File: config.mk
export PLATFORM = sky130hd
export DESIGN_NAME = jk_sync_down_counter_flat
export DESIGN_NICKNAME = d
export VERILOG_FILES = /design/src/rtl/jk_sync_down_counter_if.sv /design/src/rtl/jk_sync_down_counter.sv /design/src/flat_wrapper.sv
export SDC_FILE = /design/constraint.sdc
export NUM_CORES = 1
export LEC_CHECK = 0
export ABC_AREA = 1
export CORE_AREA = 10 10 47 49
export DETAILED_ROUTE_END_ITERATION = 7
export DIE_AREA = 0 0 57 59
export GPL_ROUTABILITY_DRIVEN = 0
export GPL_TIMING_DRIVEN = 0
export MAX_ROUTING_LAYER = met4
export SLEW_MARGIN = 20
export SYNTH_ARGS = -nofsm -noshare
export SYNTH_HDL_FRONTEND = slang
export SYNTH_SLANG_ARGS = --single-unit
export TNS_END_PERCENT = 100
File: constraint.sdc
create_clock -name clk -period 1.5 [get_ports clk]
set_input_delay 0.3 -clock clk [delete_from_list [all_inputs] [get_ports clk]]
set_output_delay 0.3 -clock clk [all_outputs]
set_load 0.02 [all_outputs]
File: src/rtl/jk_sync_down_counter_if.sv
// jk_sync_down_counter_if: control inputs and status outputs of the modulo down counter.
interface jk_sync_down_counter_if #(parameter int WIDTH = 3);
    logic             en;
    logic             load;
    logic [WIDTH-1:0] load_val;
    logic             mode;
    logic [WIDTH-1:0] out;
    logic             zero;
    logic             borrow;
    logic             done;
    modport master (output en, load, load_val, mode, input out, zero, borrow, done);
    modport slave (input en, load, load_val, mode, output out, zero, borrow, done);
endinterface

File: src/rtl/jk_sync_down_counter.sv
// jk_sync_down_counter: JK-toggle synchronous modulo-MOD down counter with parallel load,
// free-run/one-shot mode, registered wrap borrow pulse and done flag.
module jk_sync_down_counter #(
    parameter int WIDTH = 3,
    parameter int MOD = 8
) (
    input logic clk,
    input logic rst,
    jk_sync_down_counter_if.slave bus
);
    localparam logic [WIDTH-1:0] TOP = WIDTH'(MOD - 1);
    localparam logic [WIDTH:0] MOD_W = (WIDTH + 1)'(MOD);
    localparam bit FULL = MOD == 2 ** WIDTH;
    typedef enum logic [1:0] {IDLE, COUNT, DONE} state_t;
    state_t state;
    logic [WIDTH-1:0] cnt;
    logic [WIDTH-1:0] t;
    logic [WIDTH-1:0] toggled;
    logic [WIDTH-1:0] loaded;
    logic at_zero;
    logic borrow;
    logic done;
    // bit i toggles once every lower bit has reached 0
    assign t[0] = 1'b1;
    for (genvar i = 1; i < WIDTH; i++) begin : g_t
        assign t[i] = t[i-1] & ~cnt[i-1];
    end
    assign toggled = cnt ^ t;
    assign loaded = ({1'b0, bus.load_val} < MOD_W) ? bus.load_val : TOP;
    assign at_zero = cnt == '0;
    always_ff @(posedge clk or posedge rst) begin
        if (rst) begin
            state  <= IDLE;
            cnt    <= '0;
            borrow <= 1'b0;
            done   <= 1'b0;
        end else begin
            borrow <= 1'b0;
            if (bus.load) begin
                cnt   <= loaded;
                state <= (bus.mode && loaded == '0) ? DONE : COUNT;
                done  <= bus.mode && loaded == '0;
            end else if (bus.en && state != DONE) begin
                if (at_zero && !bus.mode) begin
                    // all-ones underflow is only the right wrap value for a full-width modulus
                    cnt    <= FULL ? toggled : TOP;
                    borrow <= 1'b1;
                    state  <= COUNT;
                    done   <= 1'b0;
                end else if (bus.mode && (at_zero || cnt == WIDTH'(1))) begin
                    cnt   <= '0;
                    state <= DONE;
                    done  <= 1'b1;
                end else begin
                    cnt   <= toggled;
                    state <= COUNT;
                    done  <= 1'b0;
                end
            end
        end
    end
    assign bus.out    = cnt;
    assign bus.zero   = at_zero;
    assign bus.borrow = borrow;
    assign bus.done   = done;
endmodule
File: src/flat_wrapper.sv
// flat-port wrapper written by rule: the top's interface ports become plain ports
module jk_sync_down_counter_flat 
#(
    parameter int WIDTH = 3,
    parameter int MOD = 8
)
  (clk, rst, bus_en, bus_load, bus_load_val, bus_mode, bus_out, bus_zero, bus_borrow, bus_done);
  jk_sync_down_counter_if #(.WIDTH(WIDTH)) bus_i ();
  input logic clk;
  input logic rst;
  input wire logic [$bits(bus_i.en)-1:0] bus_en;
  input wire logic [$bits(bus_i.load)-1:0] bus_load;
  input wire logic [$bits(bus_i.load_val)-1:0] bus_load_val;
  input wire logic [$bits(bus_i.mode)-1:0] bus_mode;
  output wire logic [$bits(bus_i.out)-1:0] bus_out;
  output wire logic [$bits(bus_i.zero)-1:0] bus_zero;
  output wire logic [$bits(bus_i.borrow)-1:0] bus_borrow;
  output wire logic [$bits(bus_i.done)-1:0] bus_done;
  assign bus_i.en = bus_en;
  assign bus_i.load = bus_load;
  assign bus_i.load_val = bus_load_val;
  assign bus_i.mode = bus_mode;
  assign bus_out = bus_i.out;
  assign bus_zero = bus_i.zero;
  assign bus_borrow = bus_i.borrow;
  assign bus_done = bus_i.done;
  jk_sync_down_counter #(.WIDTH(WIDTH), .MOD(MOD)) u_core (.clk(clk), .rst(rst), .bus(bus_i));
endmodule
==> metrics.log, run 1 <==
INFO  metric outcome = finished clean
INFO  metric drt_drc_violations_left = 0
INFO  metric syn-cell-area = 389 sq um
INFO  metric p_leak = 0.000314 uW
INFO  metric dr.first_iter.drc_count = 8
INFO  metric synth_top_area_cell = sky130_fd_sc_hd__dfrtp_1
INFO  metric worstPathCellList = inv_2 > ha_2 > ha_4 > buf_6
INFO  metric average_vias_per_placed_instance = 4.47
INFO  metric dpl.hpwl = 738 um
INFO  metric sequential_element_share_of_the_synthesized_area = 38.6%
INFO  metric layout.core_utilization = 42.0%
INFO  metric power.density_cell_area = 1090 nW/um^2
INFO  metric yosysWarningCount = 0
INFO  metric initial_utilization = 27.8%
INFO  metric wirelength = 930 um
INFO  metric timing.critical_path.max_delay_family = flip-flops
INFO  metric synth.top_cells.by_area = sky130_fd_sc_hd__dfrtp_1 39%, sky130_fd_sc_hd__nand2_1 15%, sky130_fd_sc_hd__ha_1 9.6%
INFO  metric timing.clock.skew = 0.00187 ns
INFO  metric number_of_global_route_vias_before_repair = 380
INFO  metric drv.max_cap_violation_count = 0
INFO  metric netlist_instances = 52
INFO  metric drtAntennaViolNets = 0
INFO  metric regToRegSetupSlack = 0.22 ns
INFO  metric post_cts_hold_buffer_count = 0
INFO  metric drive_above_1_share = 24.3%
INFO  metric cts.sinks = 6
INFO  metric timing.reg2reg.worst_path_depth = 8
INFO  metric boundaryPins = 14
INFO  metric slowest_delay = 0.40 ns
INFO  metric final_min_period_over_clock_period = 96.6%
INFO  metric cp_data_required_time = 1.20 ns
INFO  metric fmax = 0.690 GHz
INFO  metric synth_seq_cells = 6
INFO  metric grtUsageTotal = 5.58%
INFO  metric worstPathArrival = 1.15 ns
INFO  metric buffer_ports.inserted = 13
INFO  metric holdWs = 0.270 ns
INFO  metric num-nets-final = 83
INFO  metric critical_path_class = flop to output port
INFO  metric worst_r2r_endpoint = u_core.bus.out[1]
INFO  metric cts_root_buffer = sky130_fd_sc_hd__clkbuf_4
INFO  metric cts_htree_levels = 1
INFO  metric slew-limit-headroom = 84.7%
INFO  metric post_drt_wl_per_cell = 10.8 um
INFO  metric vias = 384
INFO  metric synthDistinctLibCells = 15
INFO  metric final-hold-violation-count = 0
INFO  metric netlist.area_leader.share = 38.6%
INFO  metric overflow = 0
INFO  metric regToRegStartpoint = u_core.bus.out[1]
INFO  metric vdd_drop_max = 0.000305 V
INFO  metric clk-insertion-delay-late = 0.24 ns
INFO  metric worstHoldPathType = input pin to asynchronous set/reset pin
INFO  metric synth_area_per_cell = 7.48 sq um
INFO  metric design.core.area = 1400 sq um
INFO  metric tightestPinTransition = 0.229 ns
INFO  metric kind_of_capture_point_of_the_worst_setup_path = output port
INFO  metric total_power = 640 uW
INFO  metric tritoncts.num_buffers = 3
INFO  metric grt_start_max_net_pins = 8
INFO  metric critPathSlowestCell = sky130_fd_sc_hd__dfrtp_1
INFO  metric clk_transition_reported_paths = 0.04 ns
INFO  metric grt_pass1_wl = 1.42 mm
INFO  metric tritoncts = done
INFO  metric die_w = 57 um
INFO  metric clock_tree.buffer_depth = 2
INFO  metric crit_fanout = 3
INFO  metric grt_setup_unrepaired = no
INFO  metric crit_buf_inv = 2
INFO  metric fp.dieArea = 3360 sq um
INFO  metric drt-pass1-iter-count = 4
INFO  metric syn_nets = 63
INFO  metric antenna_cell_count = 0
INFO  metric area_added_between_synthesis_and_finish = 51.1%
INFO  metric maxSlewViolCount = 0
INFO  metric placement_rows = 14
INFO  metric fin_crit = 1.45 ns
INFO  metric grt_antenna_before_repair = 0
INFO  metric cp-start-kind = flop
INFO  metric setup_violations = 0
INFO  metric die-height = 59 um
-- cell usage in the layout, fill, tap and decap left out --
cell type | synthesis | routed
sky130_fd_sc_hd__nand2_1 | 16 | 16
sky130_fd_sc_hd__clkdlybuf4s50_1 | 0 | 8
sky130_fd_sc_hd__inv_1 | 7 | 6
sky130_fd_sc_hd__dfrtp_1 | 6 | 6
sky130_fd_sc_hd__inv_2 | 3 | 4
sky130_fd_sc_hd__nand3_1 | 4 | 4
sky130_fd_sc_hd__dlygate4sd2_1 | 0 | 4
sky130_fd_sc_hd__nor2_1 | 3 | 3
sky130_fd_sc_hd__clkbuf_4 | 0 | 3
sky130_fd_sc_hd__nand2_2 | 2 | 2
sky130_fd_sc_hd__nand3b_1 | 2 | 2
sky130_fd_sc_hd__buf_4 | 0 | 2
sky130_fd_sc_hd__or2_4 | 1 | 1
sky130_fd_sc_hd__nand2_4 | 1 | 1
sky130_fd_sc_hd__nand4_1 | 1 | 1
sky130_fd_sc_hd__nor3_1 | 1 | 1
sky130_fd_sc_hd__a21oi_1 | 1 | 1
sky130_fd_sc_hd__a21oi_2 | 1 | 1
sky130_fd_sc_hd__ha_2 | 0 | 1
sky130_fd_sc_hd__ha_1 | 3 | 1
sky130_fd_sc_hd__ha_4 | 0 | 1
sky130_fd_sc_hd__buf_6 | 0 | 1
-- how the worst max path moves through the flow --
| stage | start | to | cells after the start |
|---|---|---|---|
| final | u_core.bus.out[1] | bus_zero | 4 |
| after global routing | u_core.bus.out[1] | bus_zero | 4 |
| after CTS | u_core.bus.out[1] | bus_zero | 4 |
| after detailed placement | u_core.bus.out[0] | bus_zero | 4 |
| after global placement | u_core.bus.out[0] | bus_zero | 4 |
| after floorplan | u_core.bus.out[0] | u_core.bus.out[0] | 8 |
-- per-stage QoR --
step	worst slack, ns	instances	TNS, ns	instance area (sq um)
6_report	0.0508	86	0	588
5_1_grt	0.00353	86	0	588
4_1_cts	-0.0274	85	-0.0274	559
3_5_place_dp	-0.236	81	-0.236	539
3_3_place_gp	-0.248	81	-0.248	539
2_1_floorplan	0.00520	52	0	389
-- layer usage --
metal | GRT usage, % | vias to the layer above | wire (um)
li1 | - | 198 | -
met1 | 5.78 | 166 | 418
met2 | 7.60 | 15 | 418
met3 | 2.15 | 5 | 66
met4 | 6.04 | 0 | 27
met5 | - | - | 0
-- cell type report --
type                    count  area (sq um)
fillers                   163           813
well taps                  16          20.0
flip-flops and latches      6           150
repair buffers             15           141
inverters                  10          37.5
multi-input cells          36           216
clock buffers               3          22.5
-- cell families (layout without fill, tap and decap cells) --
logic type | after synthesis | after routing | synth area share [%]
compound gates | 2 | 2 | 3.54
fa+ha+maj | 3 | 3 | 9.65
buf+inv | 10 | 28 | 9.65
flops | 6 | 6 | 38.6
simple gates | 31 | 31 | 38.6
-- cells in the mapped netlist --
cell type                  instances
sky130_fd_sc_hd__nand2_1          16
sky130_fd_sc_hd__inv_1             7
sky130_fd_sc_hd__dfrtp_1           6
sky130_fd_sc_hd__nand3_1           4
sky130_fd_sc_hd__ha_1              3
sky130_fd_sc_hd__inv_2             3
sky130_fd_sc_hd__nor2_1            3
sky130_fd_sc_hd__nand2_2           2
sky130_fd_sc_hd__nand3b_1          2
sky130_fd_sc_hd__a21oi_1           1
sky130_fd_sc_hd__a21oi_2           1
sky130_fd_sc_hd__nand2_4           1
sky130_fd_sc_hd__nand4_1           1
sky130_fd_sc_hd__nor3_1            1
sky130_fd_sc_hd__or2_4             1
-- registers in the layout, summed over array words and instances (netlist names) --
register,count
u_core.bus.out,3
u_core.bus.borrow,1
u_core.bus.done,1
u_core.state,1
-- power by group --
part | leakage (uW) | switching (uW) | total, uW | internal, uW
Clock | 0.0000138 | 53.2 | 143 | 90.2
Combinational | 0.000228 | 153 | 286 | 133
Sequential | 0.0000731 | 20.4 | 211 | 191
Total | 0.000314 | 226 | 640 | 414
-- repair_timing --
item | 4_1_cts | 5_1_grt
buffers inserted | 1 | 1
pin swaps | 0 | 0
setup endpoints to repair | 5 | 1
gates resized for setup | 8 | 6
Power figures use the tool's default switching activity.
==> run 2: changes to the inputs <==
- GPL_ROUTABILITY_DRIVEN: 0 -> unset
- PLACE_DENSITY_LB_ADDON: unset -> 0.2
- clock period: 1.5 -> 1.4 ns (I/O delays scaled with it)
==> run 2 against run 1 <==
The run now ends with negative setup slack left; sequential power up 11%; global-route usage rose by 0.67 points; via count down 3.9%; sequential share of layout area fell by 0.22 points; utilization increased by 1.1 points; total power rose by 11%.
==> metrics.log, run 2 (same netlist as run 1, synthesis figures left out) <==
INFO  metric area_added_between_synthesis_and_finish = 55.0%
INFO  metric cp_data_required_time = 1.12 ns
INFO  metric drtAntennaViolNets = 0
INFO  metric tritoncts.num_buffers = 3
INFO  metric slew-limit-headroom = 84.6%
INFO  metric power.net_switching = 251 uW
INFO  metric antenna_cell_count = 0
INFO  metric sequential_area = 153 sq um
INFO  metric design.core.area = 1400 sq um
INFO  metric fin_crit = 1.40 ns
INFO  metric pwr-share-clk = 23.5%
INFO  metric power.density_cell_area = 1180 nW/um^2
INFO  metric p_leak = 0.000320 uW
INFO  metric grtUsageTotal = 6.25%
INFO  metric initial_utilization = 27.8%
INFO  metric power.switching_fraction = 35.2%
INFO  metric dpl.hpwl = 770 um
INFO  metric vdd_drop_max = 0.000518 V
INFO  metric tritoncts = done
INFO  metric regToRegSetupSlack = 0.15 ns
INFO  metric final_cell_mix = 16 x sky130_fd_sc_hd__nand2_1, 7 x sky130_fd_sc_hd__clkdlybuf4s50_1, 6 x sky130_fd_sc_hd__inv_1
INFO  metric grt_antenna_before_repair = 0
INFO  metric clock_tree.buffer_depth = 2
INFO  metric setup_violations = 1
INFO  metric worst_setup_slack_after_layout = -0.00422 ns
INFO  metric post_cts_hold_buffer_count = 0
INFO  metric grt_setup_unrepaired = yes
INFO  metric critPathSlowestCell = sky130_fd_sc_hd__dfrtp_2
INFO  metric post_drt_wl_per_cell = 10.6 um
INFO  metric globalplace.congestion = 0.817
INFO  metric worstHoldPathType = input pin to asynchronous set/reset pin
INFO  metric buffer_ports.inserted = 13
INFO  metric dr.first_iter.drc_count = 3
INFO  metric comb_power_share = 43.7%
INFO  metric worstPathArrival = 1.12 ns
INFO  metric n_fill_cell = 150
INFO  metric final_min_period_over_clock_period = 100%
INFO  metric largest_reg_flops = 3
INFO  metric drt_drc_violations_left = 0
INFO  metric vias = 369
INFO  metric holdWs = 0.252 ns
INFO  metric path_common_cell = sky130_fd_sc_hd__ha_4
INFO  metric fmax = 0.712 GHz
INFO  metric outcome = finished with violations
INFO  metric drive_above_1_share = 26.8%
INFO  metric crit_fanout = 3
INFO  metric drv.max_cap_violation_count = 0
INFO  metric maxSlewViolCount = 0
INFO  metric grt_start_max_net_pins = 8
INFO  metric power.internal = 462 uW
INFO  metric tightestPinTransition = 0.230 ns
INFO  metric die-height = 59 um
INFO  metric slowest_delay = 0.42 ns
INFO  metric timing.critical_path.max_delay_family = flip-flops
INFO  metric failing_checks = negative setup slack
INFO  metric dp_cells = 81
INFO  metric layout_commonest_cell = sky130_fd_sc_hd__nand2_1
INFO  metric die_w = 57 um
INFO  metric sequentialPowerShare = 32.8%
INFO  metric overflow = 0
INFO  metric worstPathCellList = inv_2 > ha_4 > ha_4 > buf_6
INFO  metric boundaryPins = 14
INFO  metric cts_htree_levels = 1
INFO  metric clk_transition_reported_paths = 0.05 ns
INFO  metric clk-insertion-delay-late = 0.24 ns
INFO  metric final_cells = 87
INFO  metric final-hold-violation-count = 0
INFO  metric number_of_global_route_vias_before_repair = 420
INFO  metric multi_input_comb_area = 226 sq um
INFO  metric cp-start-kind = flop
INFO  metric num-nets-final = 83
INFO  metric crit_buf_inv = 2
INFO  metric wirelength = 926 um
INFO  metric average_vias_per_placed_instance = 4.24
INFO  metric kind_of_capture_point_of_the_worst_setup_path = output port
INFO  metric drt-pass1-iter-count = 2
INFO  metric critical_path_class = flop to output port
INFO  metric fp.dieArea = 3360 sq um
INFO  metric cts.sinks = 6
INFO  metric cts_root_buffer = sky130_fd_sc_hd__clkbuf_4
INFO  metric timing.clock.skew = 0.00223 ns
INFO  metric placement_rows = 14
INFO  metric grt_pass1_wl = 1.62 mm
-- run 2: cell types whose count changed in the layout (fill, tap and decap cells not counted), sizes merged --
| cell | previous run | this run |
|---|---|---|
| clkbuf | 3 | 4 |
| dlygate4sd2 | 4 | 5 |
| clkdlybuf4s50 | 8 | 7 |
-- run 2: power by group through the flow --
stage | Combinational (uW) | Clock, uW | Sequential [uW]
finish | 311 | 168 | 234
global route | 349 | 191 | 240
floorplan | 135 | 0 | 263
CTS | 264 | 179 | 233
global placement | 280 | 0 | 235
detailed placement | 278 | 0 | 236
-- run 2: worst paths after layout --
| path | depth (start not counted) | to | startpoint |
|---|---|---|---|
| max | 4 | bus_zero | u_core.bus.out[1] |
| min | 2 | u_core.bus.out[2] | rst |
| max reg2reg | 8 | u_core.bus.out[1] | u_core.bus.out[1] |
| min reg2reg | 2 | u_core.state[0] | u_core.state[0] |
| max in group asynchronous | 2 | u_core.bus.out[0] | rst |
| min in group clk | 2 | u_core.state[0] | u_core.state[0] |
-- run 2: timing repair --
item                       CTS  global route
resized for setup           11             4
buffers inserted             0             2
setup endpoints to repair    6             4
pin swaps                    0             1
hold endpoints to repair     0             0
-- run 2: final cells by class --
class / count / share of cell area (%)
Multi-Input combinational cell: 36 / 37.6
Sequential cell: 6 / 25.3
Timing Repair Buffer: 15 / 23.2
Inverter: 10 / 6.22
Clock buffer: 4 / 4.36
Tap cell: 16 / 3.32
-- run 2: layer usage --
| metal | track usage (%) | wire (um) | part of all wire [%] | vias up |
|---|---|---|---|---|
| met5 | - | 0 | 0 | - |
| met4 | 7.05 | 14 | 1.5 | 0 |
| met3 | 2.36 | 63 | 6.8 | 2 |
| met2 | 8.84 | 438 | 47 | 13 |
| met1 | 6.14 | 409 | 44 | 156 |
| li1 | - | - | - | 198 |
-- run 2: through the flow --
step / TNS (ns) / utilization, % / setup WS, ns / total power, uW / cell area, sq um
2_1_floorplan: 0 / - / 0.0391 / 398 / 394
3_3_place_gp: -0.355 / 38.8 / -0.314 / 515 / 544
3_5_place_dp: -0.322 / 38.8 / -0.301 / 514 / 544
4_1_cts: -0.0892 / 40.4 / -0.0892 / 676 / 566
5_1_grt: -0.0635 / 43.0 / -0.0635 / 780 / 603
6_report: -0.00422 / 43.0 / -0.00422 / 712 / 603
==> run 3: changes to the inputs <==
- CTS_BUF_LIST: unset -> sky130_fd_sc_hd__clkbuf_8
==> run 3 against run 2 <==
The run now ends clean; register-to-register slack hardly changed; count of clock-buffer cells in the layout is 1 lower; final cell count stayed put; critical path type unchanged; critical endpoint unchanged; highest routed layer unchanged.
==> metrics.log, run 3 (same netlist as run 1, synthesis figures left out) <==
INFO  metric drtAntennaViolNets = 0
INFO  metric buffer_ports.inserted = 13
INFO  metric final-hold-violation-count = 0
INFO  metric fp.dieArea = 3360 sq um
INFO  metric overflow = 0
INFO  metric tightestPinTransition = 0.227 ns
INFO  metric die_w = 57 um
INFO  metric vdd_drop_max = 0.000548 V
INFO  metric die-height = 59 um
INFO  metric layout.core_utilization = 44.4%
INFO  metric dr.first_iter.drc_count = 3
INFO  metric cp_data_required_time = 1.12 ns
INFO  metric clk-insertion-delay-late = 0.22 ns
INFO  metric average_vias_per_placed_instance = 4.20
INFO  metric initial_utilization = 27.8%
INFO  metric timing.reg2reg.worst_path_depth = 8
INFO  metric slew-limit-headroom = 84.8%
INFO  metric boundaryPins = 14
INFO  metric setup_violations = 0
INFO  metric p_leak = 0.000332 uW
INFO  metric cts.sinks = 6
INFO  metric crit_fanout = 3
INFO  metric grtUsageTotal = 6.39%
INFO  metric num-nets-final = 83
INFO  metric layout_commonest_cell = sky130_fd_sc_hd__nand2_1
INFO  metric fmax = 0.724 GHz
INFO  metric drv.max_cap_violation_count = 0
INFO  metric grt_pass1_wl = 1.64 mm
INFO  metric drt_drc_violations_left = 0
INFO  metric wirelength = 922 um
INFO  metric tritoncts.num_buffers = 3
INFO  metric power.density_cell_area = 1290 nW/um^2
INFO  metric total_power = 805 uW
INFO  metric placement_stage_worst_setup_slack = -0.301 ns
INFO  metric vias = 365
INFO  metric cts_root_buffer = sky130_fd_sc_hd__clkbuf_8
INFO  metric cp-start-kind = flop
INFO  metric fin_crit = 1.38 ns
INFO  metric maxSlewViolCount = 0
INFO  metric antenna_cell_count = 0
INFO  metric worst_setup_slack_after_layout = 0.0189 ns
INFO  metric grt_antenna_before_repair = 0
INFO  metric grt_start_max_net_pins = 8
INFO  metric largest_reg_flops = 3
INFO  metric globalplace.congestion = 0.817
INFO  metric holdWs = 0.274 ns
INFO  metric final_min_period_over_clock_period = 98.7%
INFO  metric area_added_between_synthesis_and_finish = 59.8%
INFO  metric grt_setup_unrepaired = yes
INFO  metric final_cell_mix = 16 x sky130_fd_sc_hd__nand2_1, 7 x sky130_fd_sc_hd__inv_1, 7 x sky130_fd_sc_hd__clkdlybuf4s50_1
INFO  metric timing.clock.skew = 0.00225 ns
INFO  metric cts_htree_levels = 1
INFO  metric drive_above_1_share = 26.8%
INFO  metric placement_rows = 14
INFO  metric critical_path_class = flop to output port
INFO  metric tritoncts = done
INFO  metric worstPathArrival = 1.10 ns
INFO  metric clock_tree.buffer_depth = 2
INFO  metric design.core.area = 1400 sq um
INFO  metric kind_of_capture_point_of_the_worst_setup_path = output port
INFO  metric post_cts_hold_buffer_count = 0
INFO  metric dpl.hpwl = 770 um
INFO  metric worstHoldPathType = input pin to asynchronous set/reset pin
INFO  metric number_of_global_route_vias_before_repair = 413
INFO  metric outcome = finished clean
INFO  metric post_drt_wl_per_cell = 10.6 um
INFO  metric clk_transition_reported_paths = 0.04 ns
INFO  metric drt-pass1-iter-count = 3
==> run 3: cell count changes in the layout (fill, tap and decap cells not counted) <==
cell                       before  now
sky130_fd_sc_hd__clkbuf_4       3    0
sky130_fd_sc_hd__clkbuf_1       1    0
sky130_fd_sc_hd__inv_1          6    7
sky130_fd_sc_hd__clkbuf_8       0    3
==> run 3: through the flow <==
step,TNS (ns),cell area (sq um),std cells
detailed placement,-0.322,544,81
finish,0,622,87
CTS,-0.0602,584,85
floorplan,0,394,52
global route,-0.0339,622,87
global placement,-0.355,544,81
==> run 3: area by class of cell <==
| type | count | area, sq um |
|---|---|---|
| clock buffers | 3 | 41.3 |
| clock inverters | 1 | 3.75 |
| fillers | 147 | 779 |
| inverters | 10 | 37.5 |
| multi-input cells | 36 | 226 |
| flip-flops and latches | 6 | 153 |
| well taps | 16 | 20.0 |
| repair buffers | 15 | 140 |
==> run 3: per-layer routing <==
layer | global-route usage [%] | routed length [um]
met2 | 8.84 | 441
met4 | 7.05 | 17
met1 | 6.14 | 408
met3 | 3.00 | 55
met5 | - | 0
==> run 3: worst paths after layout <==
kind / startpoint / slack [ns] / end
max in group asynchronous: rst / 0.92 / u_core.bus.out[0]
hold / removal: rst / 0.27 / u_core.bus.out[2]
setup / recovery: u_core.bus.out[1] / 0.02 / bus_zero
hold reg to reg: u_core.state[0] / 0.48 / u_core.state[0]
setup reg to reg: u_core.bus.out[1] / 0.15 / u_core.bus.out[1]
min in group clk: u_core.state[0] / 0.48 / u_core.state[0]
==> run 3: where the power goes <==
part / internal, uW / switching (uW)
Combinational: 147 / 164
Sequential: 207 / 27.2
Clock: 188 / 71.5
==> run 3: critical path, cell delays in order, from the launching register on <==
cell                      delay [ns]
sky130_fd_sc_hd__dfrtp_2        0.42
sky130_fd_sc_hd__inv_2          0.09
sky130_fd_sc_hd__ha_4           0.14
sky130_fd_sc_hd__ha_4           0.13
sky130_fd_sc_hd__buf_6          0.11
==> run 3: timing repair <==
action	in CTS	in global routing
pin swaps	0	1
buffers inserted	0	2
setup endpoints to repair	6	4
resized for setup	11	4
